## config.mk

```make
export PLATFORM = sky130hd
export DESIGN_NAME = simplerisc_decode_pipe
export DESIGN_NICKNAME = d
export VERILOG_FILES = /design/src/rtl/simplerisc_decode_pipe.sv
export SDC_FILE = /design/constraint.sdc
export NUM_CORES = 1
export LEC_CHECK = 0
export ABC_AREA = 1
export BUFFER_PORTS_ARGS = -buffer_cell sky130_fd_sc_hd__buf_2
export CAP_MARGIN = 0
export CORE_ASPECT_RATIO = 0.7
export CORE_MARGIN = 2
export CORE_UTILIZATION = 59
export DETAILED_ROUTE_END_ITERATION = 8
export PLACE_DENSITY = 0.93
export SLEW_MARGIN = 20
export SYNTH_ARGS = -nofsm -noshare
export SYNTH_HDL_FRONTEND = slang
export SYNTH_SLANG_ARGS = --single-unit
```

## constraint.sdc

```tcl
create_clock -name clk -period 3.2 [get_ports clk]
set_input_delay 0.32 -clock clk [delete_from_list [all_inputs] [get_ports clk]]
set_output_delay 0.32 -clock clk [all_outputs]
set_load 0.02 [all_outputs]
```

## src/rtl/simplerisc_decode_pipe.sv

```systemverilog
// SimpleRISC decode stage: registered decode of instruction/PC into control bundle,
// delivered through a two-entry skid buffer with flush, illegal flagging and a saturating count.
module simplerisc_decode_pipe #(
  parameter int DATA_W = 32,
  parameter int REG_AW = 4,
  parameter int PC_W   = 32,
  parameter int CNT_W  = 16
) (
  input  logic              clk,
  input  logic              rst_n,
  input  logic              flush,
  input  logic              in_valid,
  output logic              in_ready,
  input  logic [31:0]       instruction,
  input  logic [PC_W-1:0]   in_pc,
  output logic              out_valid,
  input  logic              out_ready,
  output logic [PC_W-1:0]   out_pc,
  output logic              isRet,
  output logic              isSt,
  output logic              isWb,
  output logic              isImmediate,
  output logic              isBeq,
  output logic              isBgt,
  output logic              isUbranch,
  output logic              isLd,
  output logic              isCall,
  output logic [4:0]        alusignals,
  output logic [REG_AW-1:0] rd,
  output logic [REG_AW-1:0] rs1,
  output logic [REG_AW-1:0] rs2,
  output logic [DATA_W-1:0] imm,
  output logic [DATA_W-1:0] br_offset,
  output logic              illegal,
  output logic              illegal_seen,
  output logic [CNT_W-1:0]  decoded_cnt
);

  typedef struct packed {
    logic [PC_W-1:0]   pc;
    logic              is_ret;
    logic              is_st;
    logic              is_wb;
    logic              is_imm;
    logic              is_beq;
    logic              is_bgt;
    logic              is_ubr;
    logic              is_ld;
    logic              is_call;
    logic [4:0]        alu;
    logic [REG_AW-1:0] rd;
    logic [REG_AW-1:0] rs1;
    logic [REG_AW-1:0] rs2;
    logic [DATA_W-1:0] imm;
    logic [DATA_W-1:0] br_offset;
    logic              illegal;
  } bundle_t;

  localparam logic [REG_AW-1:0] RA_REG  = {REG_AW{1'b1}};
  localparam logic [CNT_W-1:0]  CNT_MAX = {CNT_W{1'b1}};

  // Pure decode of one instruction word; nop and undefined opcodes leave every flag low.
  function automatic bundle_t decode_instr(input logic [31:0] ins, input logic [PC_W-1:0] pc);
    bundle_t b;
    b           = '0;
    b.pc        = pc;
    b.alu       = ins[31:27];
    b.rd        = REG_AW'(ins[25:22]);
    b.rs1       = REG_AW'(ins[21:18]);
    b.rs2       = REG_AW'(ins[17:14]);
    b.br_offset = DATA_W'($signed(ins[26:0]));
    case (ins[17:16])
      2'b01:   b.imm = DATA_W'(ins[15:0]);
      2'b10:   b.imm = DATA_W'({ins[15:0], 16'h0000});
      default: b.imm = DATA_W'($signed(ins[15:0]));
    endcase
    case (ins[31:27])
      5'd0, 5'd1, 5'd2, 5'd3, 5'd4, 5'd6, 5'd7, 5'd8, 5'd9, 5'd10, 5'd11, 5'd12: begin
        b.is_wb  = 1'b1;
        b.is_imm = ins[26];
      end
      5'd5: begin
        b.is_imm = ins[26];
      end
      5'd13: begin
        b.is_wb = 1'b0;
      end
      5'd14: begin
        b.is_ld  = 1'b1;
        b.is_wb  = 1'b1;
        b.is_imm = ins[26];
      end
      5'd15: begin
        b.is_st  = 1'b1;
        b.is_imm = ins[26];
        b.rs2    = REG_AW'(ins[25:22]);
      end
      5'd16: begin
        b.is_beq = 1'b1;
      end
      5'd17: begin
        b.is_bgt = 1'b1;
      end
      5'd18: begin
        b.is_ubr = 1'b1;
      end
      5'd19: begin
        b.is_ubr  = 1'b1;
        b.is_call = 1'b1;
        b.is_wb   = 1'b1;
        b.rd      = RA_REG;
      end
      5'd20: begin
        b.is_ret = 1'b1;
        b.is_ubr = 1'b1;
        b.rs1    = RA_REG;
      end
      default: begin
        b.illegal = 1'b1;
      end
    endcase
    return b;
  endfunction

  bundle_t    decoded_s;
  bundle_t    main_r;
  bundle_t    skid_r;
  logic       main_valid_r;
  logic       skid_valid_r;
  logic       out_fire_s;
  logic [CNT_W-1:0] decoded_cnt_r;
  logic       illegal_seen_r;

  // Decode the incoming word every cycle; it is only captured on acceptance.
  always_comb begin
    decoded_s = decode_instr(instruction, in_pc);
  end

  assign out_fire_s = main_valid_r & out_ready;

  // Main/skid stages: skid only fills when main is stalled, and drains back into main first.
  always_ff @(posedge clk) begin
    if (!rst_n) begin
      main_valid_r <= 1'b0;
      skid_valid_r <= 1'b0;
      main_r       <= '0;
      skid_r       <= '0;
    end else if (flush) begin
      main_valid_r <= 1'b0;
      skid_valid_r <= 1'b0;
    end else if (skid_valid_r) begin
      if (out_fire_s) begin
        main_r       <= skid_r;
        skid_valid_r <= 1'b0;
      end
    end else if (!main_valid_r || out_ready) begin
      main_valid_r <= in_valid;
      if (in_valid) begin
        main_r <= decoded_s;
      end
    end else if (in_valid) begin
      skid_r       <= decoded_s;
      skid_valid_r <= 1'b1;
    end
  end

  // Delivery statistics; flush deliberately leaves these alone.
  always_ff @(posedge clk) begin
    if (!rst_n) begin
      decoded_cnt_r  <= '0;
      illegal_seen_r <= 1'b0;
    end else begin
      if (out_fire_s && (decoded_cnt_r != CNT_MAX)) begin
        decoded_cnt_r <= decoded_cnt_r + CNT_W'(1'b1);
      end
      if (out_fire_s && main_r.illegal) begin
        illegal_seen_r <= 1'b1;
      end
    end
  end

  assign in_ready     = ~skid_valid_r;
  assign out_valid    = main_valid_r;
  assign out_pc       = main_r.pc;
  assign isRet        = main_r.is_ret;
  assign isSt         = main_r.is_st;
  assign isWb         = main_r.is_wb;
  assign isImmediate  = main_r.is_imm;
  assign isBeq        = main_r.is_beq;
  assign isBgt        = main_r.is_bgt;
  assign isUbranch    = main_r.is_ubr;
  assign isLd         = main_r.is_ld;
  assign isCall       = main_r.is_call;
  assign alusignals   = main_r.alu;
  assign rd           = main_r.rd;
  assign rs1          = main_r.rs1;
  assign rs2          = main_r.rs2;
  assign imm          = main_r.imm;
  assign br_offset    = main_r.br_offset;
  assign illegal      = main_r.illegal;
  assign illegal_seen = illegal_seen_r;
  assign decoded_cnt  = decoded_cnt_r;

endmodule

```

==> results.sh, run 1 <==
export IMPL_final_cells=1812
export IMPL_irDropWorstVdd_mv=0.399
export IMPL_synth_area_leaders="dfxtp_1 48%, nand2_1 9.4%, a21oi_1 7.2%"
export IMPL_slew_violations=0
export IMPL_overflow=0
export IMPL_yosys_warnings=0
export IMPL_clkTransAtPathRegs_ps=70
export IMPL_synth_top_area_cell="dfxtp_1"
export IMPL_antenna_found_initial=1
export IMPL_synthArstFlopShare=0
export IMPL_reg2reg_to="br_offset[18]"
export IMPL_power_density_mw_per_mm2=585
export IMPL_hp_start="in_pc[1]"
export IMPL_route_met2_wl_um=13600
export IMPL_finalCritPeriodShare=0.718
export IMPL_cts_resized=0
export IMPL_drc=0
export IMPL_clock_fmax_mhz=435
export IMPL_drt_iter0_markers=1408
export IMPL_clock_latency_ps=510
export IMPL_ioPinCount=211
export IMPL_hold_class="in -> reg"
export IMPL_min_period_ps=2300
export IMPL_status="complete, no violations"
export IMPL_ys_types=31
export IMPL_ctsHoldBuffers=0
export IMPL_synthXorXnorAreaFrac=0.00823
export IMPL_gp_congestion=0.897
export IMPL_grt_pass1_wl_um=47300
export IMPL_r2r_slack_ps=900
export IMPL_worstSetupStartpointType="flip-flop"
export IMPL_vias=10800
export IMPL_worst_setup_path_type="reg -> reg"
export IMPL_relSlewSlack=0.296
export IMPL_hold_depth=3
export IMPL_dp_hpwl_um=19000
export IMPL_maxCapViolations=0
export IMPL_met1_length_um=12600
export IMPL_tightestPinTransition_ps=1050
export IMPL_dr_wl_met3_um=3100
export IMPL_hold_viol_final=0
export IMPL_track_usage=0.304
export IMPL_worstHoldEndpoint="skid_r[92]"
export IMPL_syn2layout_area_growth_pct=16.5
export IMPL_synth_seq_cells=255
export IMPL_yosys_cell_count_top_type="nand2_1"
export IMPL_crit_arrival_ps=2730
export IMPL_synthMuxAreaShare=0
export IMPL_htree_levels=1
export IMPL_routed_top_layer="met4"
export IMPL_worstRegToRegCells=8
export IMPL_cts_setup_buffers=0
export IMPL_synth_adder_area_share=0.00353
export IMPL_synth_top_family_by_area="compound AO/OA/AOI/OAI gates"
export IMPL_root_buffer="clkbuf_16"
export IMPL_viasPerCell=5.95
export IMPL_synth_compound_area_frac=0.242
export IMPL_dieArea_mm2=0.0191
export IMPL_drive_above_1_share=0.181
export IMPL_grt_start_max_net_pins=90
export IMPL_drt_antenna_violating_nets=0
export IMPL_cts_buffers=24
export IMPL_worstSetupEndpointType="flip-flop"
export IMPL_rsz0062_at_grt="no"
export IMPL_drt_wirelength_per_cell_um=16.7
export IMPL_synthSimpleGateAreaFrac=0.184
export IMPL_grt_pass1_vias=9411
export IMPL_fill_cells=1406
export IMPL_cts_tree="yes"
export IMPL_yosysSeqAreaShare=0.480
export IMPL_setup_violations_final=0
export IMPL_synth_area_mm2=0.0106
export IMPL_start_util=0.596
export IMPL_critPathRequiredTime_ps=3630
export IMPL_synthFlopType="dfxtp_1"
export IMPL_avgSynthCellArea_um2=7.47
export IMPL_layout_nets=1629
export IMPL_critPathMaxFanout=71
export IMPL_fp_coreArea_mm2=0.0179
export IMPL_dp_cells=1767
export IMPL_synth_edff_count=0
export IMPL_syn_num_nets=1496
export IMPL_postSynthCellCount=1424
export IMPL_firstDrtPassIters=8
export IMPL_clk_path_buf_depth=3
export IMPL_die_h_um=116
export IMPL_row_count=41
export IMPL_finalSetupTns_ps=0
export IMPL_synth_common_cells="265 x nand2_1, 255 x dfxtp_1, 162 x nor2_1, 153 x a21oi_1, 150 x o21ai_0"
export IMPL_p_leak_nw=5.33
export IMPL_die_x_um=164
export IMPL_portBuffers=210
export IMPL_yosys_area_top_type_share=0.480
export IMPL_fin_worst_skew_ps=10.0
export IMPL_r2r_start="out_valid"
export IMPL_clock_sinks=255
export IMPL_totalWireLength_um=30300
power breakdown:
| group | switching, mW | total [mW] | internal, mW |
|---|---|---|---|
| Combinational | 0.538 | 0.783 | 0.245 |
| Clock | 1.25 | 3.09 | 1.84 |
| Sequential | 0.0745 | 3.37 | 3.30 |
| Total | 1.86 | 7.24 | 5.38 |
flip-flops by register name, indices dropped and copies added, names as in the netlist, 4 cells and up:
signal	count
imm	32
alusignals	5
rs1	4
rs2	4
rd	4
skid_r	118
decoded_cnt	16
out_pc	32
br_offset	27
how the worst max path moves through the flow:
stage                              start              to  slack, ps
after floorplan           decoded_cnt[1]  decoded_cnt[1]       1520
after global placement         out_ready           isBeq       1100
after detailed placement       out_ready          isCall       1000
after CTS                      out_valid   br_offset[18]        940
after global routing           out_valid   alusignals[1]        780
final                          out_valid   br_offset[18]        900
critical path: stages, from the launching register on:
cell and delay [ps]:
dfxtp_1 340, inv_1 110, nor2_4 50, nor2_1 190, nand2_4 300, inv_6 490, buf_4 390, o21ai_0 160
a21oi_1 170
layer usage:
metal | global-route usage | vias up
met4 | 0.111 | 0
met3 | 0.0533 | 88
met1 | 0.418 | 4997
li1 | - | 5079
met5 | 0 | -
met2 | 0.486 | 622
area by class of cell:
type	count	area, um2	area share
antenna	1	2.50	0.000202
clock buffer	28	637	0.0514
clock inverter	16	220	0.0178
inverter	64	248	0.0200
multi-input combinational	985	4660	0.376
sequential	255	5110	0.412
tap	236	295	0.0238
timing repair buffer	227	1220	0.0983
cell usage in the layout, fill, tap and decap left out, types with 4 or more instances in the layout:
cell type	n
a21oi_1	153
inv_1	57
xnor2_1	6
dfxtp_1	254
nand2_1	265
a211oi_1	16
buf_4	15
a31oi_1	83
nand3_1	45
o21ai_1	65
o22ai_1	11
clkbuf_16	25
nor2_1	162
nand4_1	7
o21ai_0	150
inv_2	5
clkinv_2	6
bufinv_16	5
xor2_1	4
buf_2	209
per-stage QoR:
step	utilization	hold WS, ps	area (um2)	setup slack (ps)	power [mW]
detailed placement	0.646	452	11500	997	4.20
floorplan	-	437	10600	1520	3.94
global route	0.694	81.0	12400	781	7.49
CTS	0.694	66.4	12400	939	7.25
global placement	0.646	447	11500	1100	4.18
finish	0.694	69.9	12400	902	7.24
logic make-up after synthesis:
logic type | Yosys count
compound gates | 481
xor+xnor | 10
fa+ha+maj | 3
buf+inv | 184
flops | 255
simple gates | 491
No activity file was read; power rests on OpenSTA's default activity.
==> run 2: changes to the inputs <==
CORE_UTILIZATION = 55   (was 59)
PLACE_DENSITY = 0.88   (was 0.93)
clock period = 2.33 ns   (was 3.2 ns; I/O delays follow)
==> results.sh, run 2 (synthesis gave the netlist of run 1 again) <==
export IMPL_status="complete, no violations"
export IMPL_p_leak_nw=5.54
export IMPL_root_buffer="clkbuf_16"
export IMPL_worstRegToRegCells=12
export IMPL_cts_buffers=24
export IMPL_clkPwrFrac=0.429
export IMPL_dp_hpwl_um=18900
export IMPL_grt_pass1_wl_um=48400
export IMPL_gp_congestion=0.939
export IMPL_worstSetupStartpointType="flip-flop"
export IMPL_slowest_delay_ps=370
export IMPL_grt_pass1_vias=9638
export IMPL_clk_path_buf_depth=3
export IMPL_fp_coreArea_mm2=0.0189
export IMPL_dieArea_mm2=0.0205
export IMPL_largest_reg_flops=118
export IMPL_hold_viol_final=0
export IMPL_fin_worst_skew_ps=10.3
export IMPL_antenna_found_initial=1
export IMPL_hold_depth=3
export IMPL_slew_violations=0
export IMPL_setup_violations_final=0
export IMPL_portBuffers=210
export IMPL_crit_chain="inv_2 -> buf_4 -> buf_2"
export IMPL_worstSetupEndpointType="output pin"
export IMPL_viasPerCell=5.79
export IMPL_fill_cells=1516
export IMPL_finalSetupTns_ps=0
export IMPL_drc=0
export IMPL_tightestPinTransition_ps=677
export IMPL_p_switching_mw=2.50
export IMPL_relSlewSlack=0.548
export IMPL_routed_top_layer="met5"
export IMPL_clock_latency_ps=520
export IMPL_intPower_mw=7.58
export IMPL_maxCapViolations=0
export IMPL_firstDrtPassIters=5
export IMPL_grt_start_max_net_pins=72
export IMPL_drive_above_1_share=0.180
export IMPL_p_total_mw=10.1
export IMPL_power_frac_seq=0.459
export IMPL_diodes=0
export IMPL_cts_tree="yes"
export IMPL_hold_class="in -> reg"
export IMPL_drt_iter0_markers=1405
export IMPL_die_h_um=120
export IMPL_switching_share=0.248
export IMPL_clock_sinks=255
export IMPL_overflow=0
export IMPL_critPathSlowestCell="dfxtp_4"
export IMPL_start_util=0.562
export IMPL_drt_antenna_violating_nets=0
export IMPL_ioPinCount=211
export IMPL_fin_util=0.681
export IMPL_worst_setup_path_type="reg -> out"
export IMPL_die_x_um=170
export IMPL_dr_wl_met3_um=2640
export IMPL_regMostFlops="skid_r"
export IMPL_htree_levels=1
export IMPL_critPathMaxFanout=18
export IMPL_totalWireLength_um=30200
export IMPL_min_period_ps=1920
export IMPL_drt_wirelength_per_cell_um=16.3
export IMPL_layout_commonest_cell="nand2_1"
export IMPL_vias=10800
export IMPL_irDropWorstVdd_mv=0.739
export IMPL_power_density_mw_per_mm2=782
export IMPL_dp_slack_ps=609
export IMPL_mostFrequentLayoutCells="265 x nand2_1, 254 x dfxtp_1, 209 x buf_2, 162 x nor2_1, 153 x a21oi_1"
export IMPL_combPwrFrac=0.112
export IMPL_met1_length_um=12800
export IMPL_clock_fmax_mhz=520
export IMPL_route_met2_wl_um=13900
export IMPL_clkTransAtPathRegs_ps=70
export IMPL_finalCritPeriodShare=0.825
export IMPL_setup_ws_ps=407
export IMPL_track_usage=0.287
export IMPL_cts_resized=0
export IMPL_syn2layout_area_growth_pct=21.1
export IMPL_row_count=42
export IMPL_rsz0062_at_grt="no"
export IMPL_layout_nets=1671
export IMPL_critPathRequiredTime_ps=2100
export IMPL_crit_arrival_ps=1690
[run 2: cell count changes in the layout (fill, tap and decap cells not counted), sizes merged]
cell         previous run  this run
clkbuf                 28        32
dlygate4sd3             0        35
clkinvlp                3         1
diode                   1         0
inv                    65        64
clkinv                  7         4
buf                   227       234
[run 2: repair_timing]
item                                   in CTS  in global routing
endpoints found under the hold margin      56                  0
setup buffers                               0                  0
hold buffers                               35                  0
[run 2: area by class of cell]
| cell class | count | area, um2 | share of cell area |
|---|---|---|---|
| clock buffer | 32 | 703 | 0.0546 |
| sequential | 255 | 5110 | 0.397 |
| clock inverter | 10 | 178 | 0.0138 |
| tap | 242 | 303 | 0.0235 |
| timing repair buffer | 269 | 1670 | 0.130 |
| multi-input combinational | 985 | 4670 | 0.363 |
| inverter | 64 | 248 | 0.0192 |
[run 2: worst max-delay path, delay by kind of cell (launching register included)]
family	cells	cell delay, ps
flip-flops	1	370
buffers and inverters	3	790
[run 2: power by group through the flow]
stage / sequential (mW) / clock, mW / combinational (mW)
after floorplan: 4.87 / 0 / 0.540
after global placement: 4.71 / 0 / 1.04
after detailed placement: 4.71 / 0 / 1.06
after CTS: 4.62 / 4.37 / 1.12
after global routing: 4.64 / 4.57 / 1.24
final: 4.62 / 4.33 / 1.13
[run 2: metrics by stage]
stage               instance area, um2  std cells  hold WS [ps]
CTS                              12900       1857          7.51
global placement                 11600       1780           441
floorplan                        10600       1424           373
detailed placement               11600       1780           441
finish                           12900       1857          25.6
global route                     12900       1857          22.7
[run 2: path summary, 6_finish.rpt]
kind	from	end	slack (ps)
setup / recovery	skid_valid_r	in_ready	410
hold / removal	instruction[19]	skid_r[20]	30
setup reg to reg	decoded_cnt[0]	decoded_cnt[10]	500
hold reg to reg	illegal_seen	illegal_seen	450
[run 2: metal layers]
layer | global-route usage | up-vias
met5 | 0 | -
met1 | 0.391 | 4976
met2 | 0.463 | 539
met3 | 0.0484 | 69
met4 | 0.101 | 2
li1 | - | 5168
